$ cat src/rtl/pragmatic_weight_scheduler_pkg.sv
`timescale 1ns/1ps
`default_nettype none
// ============================================================================
// Module      : pragmatic_weight_scheduler_pkg
// Description : Shared sizes, state encoding and magnitude helper for the
//               Pragmatic weight scheduler.
// Revision    : 1.0 - initial release
// ============================================================================
package pragmatic_weight_scheduler_pkg;

    localparam int DATA_WIDTH = 8;
    localparam int VEC_LENGTH = 16;
    localparam int OFF_WIDTH  = 2;
    localparam int BASE_WIDTH = 3;

    typedef enum logic [0:0] {
        IDLE = 1'b0,
        RUN  = 1'b1
    } sched_state_t;

    typedef logic [DATA_WIDTH-1:0] mag_t;

    // Unsigned magnitude; the most negative weight maps to 2**(DATA_WIDTH-1).
    function automatic mag_t to_magnitude(input logic [DATA_WIDTH-1:0] w);
        mag_t r;
        r = w[DATA_WIDTH-1] ? mag_t'(~w + 1'b1) : w;
        return r;
    endfunction

endpackage
`default_nettype wire

$ cat src/rtl/pragmatic_weight_scheduler_if.sv
`timescale 1ns/1ps
`default_nettype none
// ============================================================================
// Module      : pragmatic_weight_scheduler_if
// Description : Weight-load handshake and per-step MAC control bundle.
// Revision    : 1.0 - initial release
// ============================================================================
interface pragmatic_weight_scheduler_if
    import pragmatic_weight_scheduler_pkg::*;
();
    logic                                       w_valid;
    logic                                       w_ready;
    logic [VEC_LENGTH-1:0][DATA_WIDTH-1:0]      w_in;
    logic                                       out_valid;
    logic                                       out_ready;
    logic [VEC_LENGTH-1:0][OFF_WIDTH-1:0]       shift_1st_sel;
    logic [VEC_LENGTH-1:0]                      shift_1st_en;
    logic [VEC_LENGTH-1:0]                      is_neg;
    logic [BASE_WIDTH-1:0]                      shift_2nd_sel;
    logic                                       shift_2nd_en;
    logic                                       last;

    modport master (
        output w_valid, w_in, out_ready,
        input  w_ready, out_valid, shift_1st_sel, shift_1st_en, is_neg,
               shift_2nd_sel, shift_2nd_en, last
    );

    modport slave (
        input  w_valid, w_in, out_ready,
        output w_ready, out_valid, shift_1st_sel, shift_1st_en, is_neg,
               shift_2nd_sel, shift_2nd_en, last
    );

endinterface
`default_nettype wire

$ cat src/rtl/pragmatic_weight_scheduler_lowest_one_enc.sv
`timescale 1ns/1ps
`default_nettype none
// ============================================================================
// Module      : lowest_one_enc
// Description : Index of the lowest set bit of a magnitude, with valid flag.
// Revision    : 1.0 - initial release
// ============================================================================
module lowest_one_enc
    import pragmatic_weight_scheduler_pkg::*;
(
    input  mag_t                  i_mag,
    output logic                  o_valid,
    output logic [BASE_WIDTH-1:0] o_idx
);

    always_comb begin
        o_valid = |i_mag;
        o_idx   = '0;
        // Scan downward so the lowest set bit wins.
        for (int i = DATA_WIDTH - 1; i >= 0; i--) begin
            if (i_mag[i]) begin
                o_idx = BASE_WIDTH'(i);
            end
        end
    end

endmodule
`default_nettype wire

$ cat src/rtl/pragmatic_weight_scheduler.sv
`timescale 1ns/1ps
`default_nettype none
// ============================================================================
// Module      : pragmatic_weight_scheduler
// Description : Streams the essential bits of a signed weight vector as
//               per-lane offsets plus a shared base shift for the Pragmatic MAC.
// Revision    : 1.0 - initial release
// ============================================================================
module pragmatic_weight_scheduler
    import pragmatic_weight_scheduler_pkg::*;
(
    input  wire logic                   clk,
    input  wire logic                   reset,
    pragmatic_weight_scheduler_if.slave bus
);

    localparam logic [BASE_WIDTH-1:0] c_MAX_OFF = BASE_WIDTH'(2**OFF_WIDTH - 1);

    sched_state_t                               r_state;
    logic [VEC_LENGTH-1:0][DATA_WIDTH-1:0]      r_mag;
    logic [VEC_LENGTH-1:0]                      r_sgn;

    logic [VEC_LENGTH-1:0]                      w_lane_valid;
    logic [VEC_LENGTH-1:0][BASE_WIDTH-1:0]      w_idx;
    logic [BASE_WIDTH:0]                        w_min_key;
    logic [BASE_WIDTH-1:0]                      w_base;
    logic                                       w_any;
    logic [VEC_LENGTH-1:0][BASE_WIDTH-1:0]      w_diff;
    logic [VEC_LENGTH-1:0]                      w_en;
    logic [VEC_LENGTH-1:0][OFF_WIDTH-1:0]       w_sel;
    logic [VEC_LENGTH-1:0][DATA_WIDTH-1:0]      w_mag_next;
    logic [VEC_LENGTH-1:0][DATA_WIDTH-1:0]      w_load_mag;
    logic [VEC_LENGTH-1:0]                      w_load_sgn;
    logic                                       w_running;
    logic                                       w_last;
    logic                                       w_done;

    generate
        for (genvar j = 0; j < VEC_LENGTH; j++) begin : g_lane_enc
            lowest_one_enc u_enc (
                .i_mag   (r_mag[j]),
                .o_valid (w_lane_valid[j]),
                .o_idx   (w_idx[j])
            );
        end
    endgenerate

    // Empty lanes carry key 2**BASE_WIDTH so they never win; an all-empty
    // vector therefore yields base 0.
    always_comb begin
        w_min_key = {1'b1, {BASE_WIDTH{1'b0}}};
        for (int j = 0; j < VEC_LENGTH; j++) begin
            if ({~w_lane_valid[j], w_idx[j]} < w_min_key) begin
                w_min_key = {~w_lane_valid[j], w_idx[j]};
            end
        end
    end

    assign w_base = w_min_key[BASE_WIDTH-1:0];
    assign w_any  = |w_lane_valid;

    always_comb begin
        for (int j = 0; j < VEC_LENGTH; j++) begin
            w_diff[j]     = w_idx[j] - w_base;
            w_en[j]       = w_lane_valid[j] && (w_diff[j] <= c_MAX_OFF);
            w_sel[j]      = w_en[j] ? w_diff[j][OFF_WIDTH-1:0] : '0;
            w_mag_next[j] = w_en[j] ? (r_mag[j] & ~(mag_t'(1) << w_idx[j])) : r_mag[j];
            w_load_mag[j] = to_magnitude(bus.w_in[j]);
            w_load_sgn[j] = bus.w_in[j][DATA_WIDTH-1];
        end
    end

    assign w_running = (r_state == RUN);
    assign w_last    = w_running && (w_mag_next == '0);
    assign w_done    = w_running && bus.out_ready && w_last;

    assign bus.out_valid     = w_running;
    assign bus.w_ready       = !w_running || w_done;
    assign bus.shift_1st_sel = w_sel;
    assign bus.shift_1st_en  = w_en;
    assign bus.is_neg        = r_sgn;
    assign bus.shift_2nd_sel = w_base;
    assign bus.shift_2nd_en  = w_any;
    assign bus.last          = w_last;

    always_ff @(posedge clk) begin
        if (reset) begin
            r_state <= IDLE;
            r_mag   <= '0;
            r_sgn   <= '0;
        end else begin
            case (r_state)
                IDLE: begin
                    if (bus.w_valid) begin
                        r_mag   <= w_load_mag;
                        r_sgn   <= w_load_sgn;
                        r_state <= RUN;
                    end
                end
                RUN: begin
                    if (bus.out_ready) begin
                        if (w_last) begin
                            // A waiting vector is taken on the closing step.
                            if (bus.w_valid) begin
                                r_mag <= w_load_mag;
                                r_sgn <= w_load_sgn;
                            end else begin
                                r_mag   <= '0;
                                r_sgn   <= '0;
                                r_state <= IDLE;
                            end
                        end else begin
                            r_mag <= w_mag_next;
                        end
                    end
                end
                default: r_state <= IDLE;
            endcase
        end
    end

endmodule
`default_nettype wire

$ cat src/flat_wrapper.sv
// flat-port wrapper written by rule: the top's interface ports become plain ports
module pragmatic_weight_scheduler_flat import pragmatic_weight_scheduler_pkg::*;
  (clk, reset, bus_w_valid, bus_w_in, bus_out_ready, bus_w_ready, bus_out_valid, bus_shift_1st_sel, bus_shift_1st_en, bus_is_neg, bus_shift_2nd_sel, bus_shift_2nd_en, bus_last);
  pragmatic_weight_scheduler_if bus_i ();
  input  wire logic clk;
  input  wire logic reset;
  input wire logic [$bits(bus_i.w_valid)-1:0] bus_w_valid;
  input wire logic [$bits(bus_i.w_in)-1:0] bus_w_in;
  input wire logic [$bits(bus_i.out_ready)-1:0] bus_out_ready;
  output wire logic [$bits(bus_i.w_ready)-1:0] bus_w_ready;
  output wire logic [$bits(bus_i.out_valid)-1:0] bus_out_valid;
  output wire logic [$bits(bus_i.shift_1st_sel)-1:0] bus_shift_1st_sel;
  output wire logic [$bits(bus_i.shift_1st_en)-1:0] bus_shift_1st_en;
  output wire logic [$bits(bus_i.is_neg)-1:0] bus_is_neg;
  output wire logic [$bits(bus_i.shift_2nd_sel)-1:0] bus_shift_2nd_sel;
  output wire logic [$bits(bus_i.shift_2nd_en)-1:0] bus_shift_2nd_en;
  output wire logic [$bits(bus_i.last)-1:0] bus_last;
  assign bus_i.w_valid = bus_w_valid;
  assign bus_i.w_in = bus_w_in;
  assign bus_i.out_ready = bus_out_ready;
  assign bus_w_ready = bus_i.w_ready;
  assign bus_out_valid = bus_i.out_valid;
  assign bus_shift_1st_sel = bus_i.shift_1st_sel;
  assign bus_shift_1st_en = bus_i.shift_1st_en;
  assign bus_is_neg = bus_i.is_neg;
  assign bus_shift_2nd_sel = bus_i.shift_2nd_sel;
  assign bus_shift_2nd_en = bus_i.shift_2nd_en;
  assign bus_last = bus_i.last;
  pragmatic_weight_scheduler u_core (.clk(clk), .reset(reset), .bus(bus_i));
endmodule
$ cat config.mk
export PLATFORM = sky130hd
export DESIGN_NAME = pragmatic_weight_scheduler_flat
export DESIGN_NICKNAME = d
export VERILOG_FILES = /design/src/rtl/pragmatic_weight_scheduler_pkg.sv /design/src/rtl/pragmatic_weight_scheduler_if.sv /design/src/rtl/pragmatic_weight_scheduler_lowest_one_enc.sv /design/src/rtl/pragmatic_weight_scheduler.sv /design/src/flat_wrapper.sv
export SDC_FILE = /design/constraint.sdc
export NUM_CORES = 1
export LEC_CHECK = 0
export CORE_ASPECT_RATIO = 0.9
export CORE_MARGIN = 4
export CORE_UTILIZATION = 33
export CTS_CLUSTER_SIZE = 14
export DETAILED_ROUTE_END_ITERATION = 6
export GPL_TIMING_DRIVEN = 1
export PLACE_DENSITY = 0.63
export SLEW_MARGIN = 20
export SYNTH_ARGS = -nofsm -noshare
export SYNTH_HDL_FRONTEND = slang
export SYNTH_SLANG_ARGS = --single-unit
$ cat constraint.sdc
create_clock -name clk -period 43.1 [get_ports clk]
set_input_delay 6.465 -clock clk [delete_from_list [all_inputs] [get_ports clk]]
set_output_delay 6.465 -clock clk [all_outputs]
set_load 0.02 [all_outputs]
### Word level (Yosys, flattened, before mapping)

Index checks and enable logic that the tools add are counted.
Widths: inputs -> output; s select.

| word-level totals | value |
|---|---|
| input bits | 132 |
| register bits | 145 |
| logic and storage cells | 413 |
| output and inout bits | 71 |

| cells by class | value |
|---|---|
| shift-type cells | 16 |
| multiplexer cells | 206 |
| reduce and logical (&&, ||, !) cells | 41 |
| add/sub/neg operators | 32 |
| bitwise operators | 65 |
| eq/ne operators | 3 |
| $lt $le $gt $ge | 32 |

Operator list:

| operator | count |
|---|---|
| $mux 128 | 4 |
| $mux 3 | 129 |
| $mux 8 | 32 |
| $not 8->8 | 32 |
| $pmux 128 s2 | 1 |
| $add 8x1->8 const B | 16 |
| $and 8x8->8 | 16 |
| $logic_not 128->1 | 1 |
| $reduce_or 128->1 | 1 |
| $reduce_or 8->1 | 16 |
| $shl 1x3->8 const A | 16 |
| $mux 16 | 4 |
| $lt 4x4->1 | 15 |
| $mux 4 | 15 |
| $le 3x2->1 const B | 16 |
| $sub 3x3->3 | 16 |
| $mux 2 | 16 |
| $pmux 16 s2 | 1 |
| $logic_and 1x1->1 | 19 |
| $not 1->1 | 17 |
| $ne 2x2->1 const B | 3 |
| $lt 4x4->1 const B | 1 |
| $mux 1 | 3 |
| $reduce_and 3->1 | 1 |
| 4 further kinds | 4 |

### Depth between registers and ports, before layout

| logic depth | value |
|---|---|
| depth after elaboration | 49 |
| gate-level depth with buffers | 133 |
| depth with buffers taken out | 127 |

### By module

From an unflattened synthesis, not the netlist that was laid out.

| unflattened totals | value |
|---|---|
| cell total of the unflattened synthesis | 2,208 |
| area, all modules | 16,087.9 µm² |

By module, submodules not included:

| module | cells an instance | area each (µm²) | instances | seq. area each (µm²) |
|---|---|---|---|---|
| pragmatic_weight_scheduler | 2,000 | 14,786.7 | 1 | 2,902.8 |
| lowest_one_enc | 13 | 81.3 | 16 | 0.0 |

### Worst setup path before layout

No wires, ideal clock.

| path | value |
|---|---|
| kind | register to output |
| start | register u_core.r_mag[4] in the netlist's numbering |
| end | output bus_w_ready |
| arrival | 28,888 ps |
| data required time | 36,635 ps |
| slack | 7,747 ps |
| cell stages (with the launch flop) | 123 |
| path buffers | 6 |
| cells stage by stage | dfxtp_1 -> clkbuf_1 -> nor2_1 -> o21ai_0 -> a21boi_0 -> inv_1 -> ha_1 -> a211o_1 -> a2111oi_0 -> or2_2 -> mux2i_1 -> ha_1 -> or2_1 -> a311o_1 -> and4_1 -> a211oi_1 -> mux2_2 -> ha_1 -> [87 not listed] -> o21a_1 -> o21ai_0 -> nand2b_1 -> o21a_1 -> nand2_1 -> o21ai_0 -> fa_1 -> clkbuf_1 -> inv_1 -> or3_1 -> o211a_1 -> a2111oi_0 -> nand4_1 -> or4_1 -> clkbuf_1 -> or3_1 -> clkbuf_1 -> o21ai_0 |

| on the way | value |
|---|---|
| cells in the longest elaborated chain, start to end | 45 |
| elaborated cells between the ends (all ways) | 110 |
| those cells by class | add/sub (16); order compare (32); shift (1); mux (37); bitwise (3); reduce/logical (21) |

RTL lines:

| what | RTL line | source |
|---|---|---|
| start, declared | pragmatic_weight_scheduler.sv:20 | `logic [VEC_LENGTH-1:0][DATA_WIDTH-1:0] r_mag;` |
| start signal, assigned | pragmatic_weight_scheduler.sv:95 | `r_mag <= w_load_mag;` |
| start signal, assigned | pragmatic_weight_scheduler.sv:105 | `r_mag <= w_load_mag;` |
| start signal, assigned | pragmatic_weight_scheduler.sv:113 | `r_mag <= w_mag_next;` |
| $mux 3 (5 in series) | pragmatic_weight_scheduler_lowest_one_enc.sv:21 | `if (i_mag[i]) begin` |
| $lt 4x4->1 | pragmatic_weight_scheduler.sv:53 | `if ({~w_lane_valid[j], w_idx[j]} < w_min_key) begin` |
| $mux 4 * | pragmatic_weight_scheduler.sv:53 |  |
| $lt 4x4->1 | pragmatic_weight_scheduler.sv:53 |  |
| $mux 4 * | pragmatic_weight_scheduler.sv:53 |  |
| $lt 4x4->1 | pragmatic_weight_scheduler.sv:53 |  |
| $mux 4 * | pragmatic_weight_scheduler.sv:53 |  |
| $lt 4x4->1 | pragmatic_weight_scheduler.sv:53 |  |
| [25 not listed] | -- |  |
| via bus_shift_2nd_sel[1] | flat_wrapper.sv:15 | `output wire logic [$bits(bus_i.shift_2nd_sel)-1:0] bus_shift_2nd_sel;` |
| $sub 3x3->3 | pragmatic_weight_scheduler.sv:64 | `w_diff[j] = w_idx[j] - w_base;` |
| $le 3x2->1 | pragmatic_weight_scheduler.sv:65 | `w_en[j] = w_lane_valid[j] && (w_diff[j] <= c_MAX_OFF);` |
| $logic_and 1x1->1 | pragmatic_weight_scheduler.sv:65 |  |
| $mux 8 | pragmatic_weight_scheduler.sv:67 | `w_mag_next[j] = w_en[j] ? (r_mag[j] & ~(mag_t'(1) << w_idx[j])) : r_mag[j];` |
| $logic_not 128->1 * | pragmatic_weight_scheduler.sv:74 | `assign w_last = w_running && (w_mag_next == '0);` |
| $logic_and 1x1->1 * | pragmatic_weight_scheduler.sv:74 |  |
| $logic_and 1x1->1 * | pragmatic_weight_scheduler.sv:75 | `assign w_done = w_running && bus.out_ready && w_last;` |
| $logic_or 1x1->1 * | pragmatic_weight_scheduler.sv:78 | `assign bus.w_ready = !w_running \|\| w_done;` |
| end, declared | flat_wrapper.sv:10 | `output wire logic [$bits(bus_i.w_ready)-1:0] bus_w_ready;` |

Mark *: on every way through the listed nets, which the timed path passes. The rest lies on a longest branch.

### Worst setup path after layout

| path | value |
|---|---|
| start | register u_core.r_mag[4] in the netlist's numbering |
| end | output bus_w_ready |

| on the way | value |
|---|---|
| cells in the longest elaborated chain, start to end | 45 |
| elaborated cells between the ends (all ways) | 110 |
| those cells by class | add/sub (16); order compare (32); shift (1); mux (37); bitwise (3); reduce/logical (21) |

RTL lines:

| what | RTL line |
|---|---|
| $mux 3 (5 in series) | pragmatic_weight_scheduler_lowest_one_enc.sv:21 |
| $lt 4x4->1 | pragmatic_weight_scheduler.sv:53 |
| $mux 4 | pragmatic_weight_scheduler.sv:53 |
| $lt 4x4->1 | pragmatic_weight_scheduler.sv:53 |
| $mux 4 | pragmatic_weight_scheduler.sv:53 |
| $lt 4x4->1 | pragmatic_weight_scheduler.sv:53 |
| $mux 4 | pragmatic_weight_scheduler.sv:53 |
| $lt 4x4->1 | pragmatic_weight_scheduler.sv:53 |
| [25 not listed] | -- |
| $sub 3x3->3 | pragmatic_weight_scheduler.sv:64 |
| $le 3x2->1 | pragmatic_weight_scheduler.sv:65 |
| $logic_and 1x1->1 | pragmatic_weight_scheduler.sv:65 |
| $mux 8 | pragmatic_weight_scheduler.sv:67 |
| $logic_not 128->1 * | pragmatic_weight_scheduler.sv:74 |
| $logic_and 1x1->1 * | pragmatic_weight_scheduler.sv:74 |
| $logic_and 1x1->1 * | pragmatic_weight_scheduler.sv:75 |
| $logic_or 1x1->1 * | pragmatic_weight_scheduler.sv:78 |

Every way passes the cells marked *; elsewhere a longest branch is shown, timed or not.

==> reports/qor.log <==
[run_status] outcome completed
[critical_path] worst r2r src u_core.r_mag[4]$_SDFFE_PP0P_
[final_layout] # nets final 2,696
[critical_path] Setup crit end bus_w_ready
[yosys] fraction of registers with async set/reset 0%
[critical_path] capturing element type of the critical path output pin
[grt] total congestion overflow 0
[final_layout] antenna cell count 0
[yosys] number of synthesized register bits 145
[critical_path] Worst Reg-to-Reg Cells 118
[yosys] count of flip-flops with a built-in enable after synthesis 0
[sta] number of hold-slack violations in the final timing report 0
[yosys] cell area after synthesis 0.0163 sq mm
[grt] first-pass GRT wire length 120,000 um
[yosys] cell type with the highest aggregate area in the netlist sky130_fd_sc_hd__dfxtp_1
[clocking] maximum root-to-sink buffer count 2
[yosys] YS warnings 0
[grt] number of global-route vias before repair 18,208
[detailed_routing] detailed-route wire length per cell 26.8 um
[die] area inside the core boundary 0.0483 sq mm
[sta] clock skew after layout 13.0 ps
[yosys] XOR/XNOR Fraction of Synth Area 5.38%
[sta] Worst-Margin Slew 1210 ps
[yosys] top cells by instance count after synthesis 290 x sky130_fd_sc_hd__nor2_1, 198 x sky130_fd_sc_hd__nand2_1, 175 x sky130_fd_sc_hd__inv_1, 150 x sky130_fd_sc_hd__a21oi_1, 145 x sky130_fd_sc_hd__dfxtp_1
[critical_path] Reg-to-Reg End u_core.r_mag[36]$_SDFFE_PP0P_
[critical_path] path type of the worst setup path flop to output pin
[sta] Setup-failing EPs final 0
[yosys] synthesized-area fraction occupied by and/or/nand/nor cells 26.2%
[hold_path] worst hold path depth 1
[job] number of max-capacitance violations reported 0
[die] IO Pins 203
[sta] number of max-slew violations in the final report 0
[clocking] sinks on the clock net 145
[die] standard-cell row count 76
[final_layout] growth of design area from synthesis to finish 19.8%
[die] floorplan die area 0.0529 sq mm
[detailed_routing] number of vias after detailed routing 19,918
[detailed_routing] DRC marker count from the first detailed-route iteration 2,868
[detailed_routing] total DRC errors in the routed layout 0
[sta] max-slew headroom at the worst pin 18.9%
[clocking] TritonCTS Buffers 17
[yosys] Synth top area share 17.8%
[sta] Max Fclk 24.5 MHz
[yosys] Compound-Gate Fraction of Synth Area 32.2%
[critical_path] cell type with the highest occurrence count on the critical path sky130_fd_sc_hd__ha_1
[sta] total negative slack for setup checks 0 ps
[clocking] H-tree lvl count 4
[final_layout] fraction of final layout cells with drive strength greater than 1 5.95%
[critical_path] Worst Setup SP u_core.r_mag[4]$_SDFFE_PP0P_
[critical_path] cell with the largest stage delay on the worst path sky130_fd_sc_hd__nand3_1
[detailed_routing] number of vias per cell after detailed routing 6.44
[yosys] Synth Flop Type sky130_fd_sc_hd__dfxtp_1
[critical_path] Worst R2R Setup Slack 8620 ps
[yosys] Yosys cell types 96
[yosys] syn nets 2,567
[critical_path] data arrival time of the critical path 34,340 ps
[clocking] CTS root buffer sky130_fd_sc_hd__clkbuf_16
[sta] crit path time final 40,800 ps
[clocking] clock transition at the registers of the reported paths 70 ps
[yosys] Post-Synth Adder-Cell Area 8.97%
[detailed_routing] count of nets left with antenna violations after detail routing 0
[yosys] cells after synthesis 2,328
[grt] number of antenna violations at the first check in global routing 2
[yosys] most area-consuming cells after synthesis sky130_fd_sc_hd__dfxtp_1 18%, sky130_fd_sc_hd__ha_1 7.0%, sky130_fd_sc_hd__nor2_1 6.7%, sky130_fd_sc_hd__a21oi_1 4.6%, sky130_fd_sc_hd__nand2_1 4.6%
[yosys] combinational family with the most area after synthesis compound AO/OA/AOI/OAI gates
[yosys] share of the yosys chip area belonging to registers 17.8%
[clocking] CTS tree yes
[placement] placer's final routability congestion estimate 1.03
[critical_path] slowest cell delay on critical path 810 ps
[final_layout] final-layout fill cell count 5,058
[placement] detailed-placement wirelength estimate 64,000 um
[yosys] post-synthesis mux area share 2.02%
[die] vertical extent of the die 219 um
[clocking] number of buffers inserted to repair setup after CTS 0
[yosys] most numerous cell in the Yosys netlist sky130_fd_sc_hd__nor2_1
[detailed_routing] Pre-antenna DRT Iters 6
[sta] portion of the clock cycle consumed by the worst path in the final layout 94.7%
[die] Starting Density 33.7%
[critical_path] Setup crit start kind flop
[critical_path] data required time of the worst path 36,630 ps
[yosys] average cell area after synthesis 6.99 sq um
[critical_path] Critical Path Fanout Max 31
[placement] quantity of I/O buffers inserted on ports 202
[detailed_routing] detailed-route wire length 83,000 um
[die] width of the die 242 um
[hold_path] worst hold path class flop to flop
[sta] setup repair after global routing missed its margin false
[clocking] clock latency of the later-clocked register in the worst-skew pair 470 ps
[grt] maximum number of pins on one net before global-route repair 58
[grt] GRT Total Usage 29.8%
[clocking] post-cts repair resize count 0
[clocking] hold bufs inserted after CTS 0
sequential cells by signal, summed over array words and instances (netlist names):
name,count
u_core.bus.out_valid,1
u_core.bus.is_neg,16
u_core.r_mag,128
worst min path at each step:
stage,start,end,slack [ps]
after floorplan,u_core.r_mag[57]$_SDFFE_PP0P_,u_core.r_mag[57]$_SDFFE_PP0P_,460
after global placement,u_core.bus.is_neg[9]$_SDFFE_PP0P_,u_core.bus.is_neg[9]$_SDFFE_PP0P_,460
after detailed placement,u_core.bus.is_neg[6]$_SDFFE_PP0P_,u_core.bus.is_neg[6]$_SDFFE_PP0P_,450
after CTS,u_core.bus.is_neg[2]$_SDFFE_PP0P_,u_core.bus.is_neg[2]$_SDFFE_PP0P_,480
after global routing,u_core.bus.is_neg[2]$_SDFFE_PP0P_,u_core.bus.is_neg[2]$_SDFFE_PP0P_,500
final,u_core.bus.is_neg[15]$_SDFFE_PP0P_,u_core.bus.is_neg[15]$_SDFFE_PP0P_,480
layer usage:
layer  GRT usage, %  vias to the layer above  routed length (um)
li1               -                     8876                   -
met2           43.6                     1319               33700
met1           41.1                     9520               35600
met5              0                        -                  36
met3           9.23                      201               10100
met4           11.1                        2                3560
area by class of cell:
cell class / instances / area [sq um] / share of cell area, %
clock inverters: 14 / 143 / 0.731
multi-input cells: 1870 / 12200 / 62.7
inverters: 177 / 664 / 3.41
flip-flops and latches: 145 / 2900 / 14.9
clock buffers: 18 / 439 / 2.25
repair buffers: 246 / 2350 / 12.0
well taps: 624 / 781 / 4.00
worst max-delay path: cells and delay by family (launching register included):
kind,cells,cell delay [ps]
AND/OR/NAND/NOR,40,10420
buffers and inverters,7,2520
AO/OA/AOI/OAI,46,12800
adder cells (fa/ha/maj),15,4120
flip-flops,1,380
XOR/XNOR,1,340
multiplexers,9,3180
cell families (layout without fill, tap and decap cells):
| logic type | count (synthesis) | count (layout) |
|---|---|---|
| multiplexers | 31 | 31 |
| buffers and inverters | 313 | 455 |
| XOR/XNOR | 99 | 99 |
| AND/OR/NAND/NOR | 884 | 884 |
| adder cells (fa/ha/maj) | 107 | 107 |
| AO/OA/AOI/OAI | 749 | 749 |
| flip-flops | 145 | 145 |
per-stage QoR:
step | util (%) | hold WS [ps] | instance area [sq um] | cells | setup WS (ps)
CTS | 40.4 | 480 | 19500 | 3094 | 3210
global placement | 39.2 | 457 | 18900 | 3062 | 4240
finish | 40.4 | 477 | 19500 | 3094 | 2300
floorplan | - | 462 | 16300 | 2328 | 7750
global route | 40.4 | 497 | 19500 | 3094 | 467
detailed placement | 39.2 | 454 | 18900 | 3062 | 3750
cells in the final DEF (no fill, tap or decap), types with 61 or more instances in the layout:
master                            count
sky130_fd_sc_hd__o21ai_0            131
sky130_fd_sc_hd__nand2_1            195
sky130_fd_sc_hd__inv_1              175
sky130_fd_sc_hd__ha_1                91
sky130_fd_sc_hd__dfxtp_1            145
sky130_fd_sc_hd__o31ai_1             62
sky130_fd_sc_hd__nor2_1             285
sky130_fd_sc_hd__a21oi_1            148
sky130_fd_sc_hd__xnor2_1             61
sky130_fd_sc_hd__nor3_1              79
sky130_fd_sc_hd__clkdlybuf4s50_1    201
Power is not shown: default switching activity piles up to over one toggle a cycle in this logic, so the estimate is an artifact.
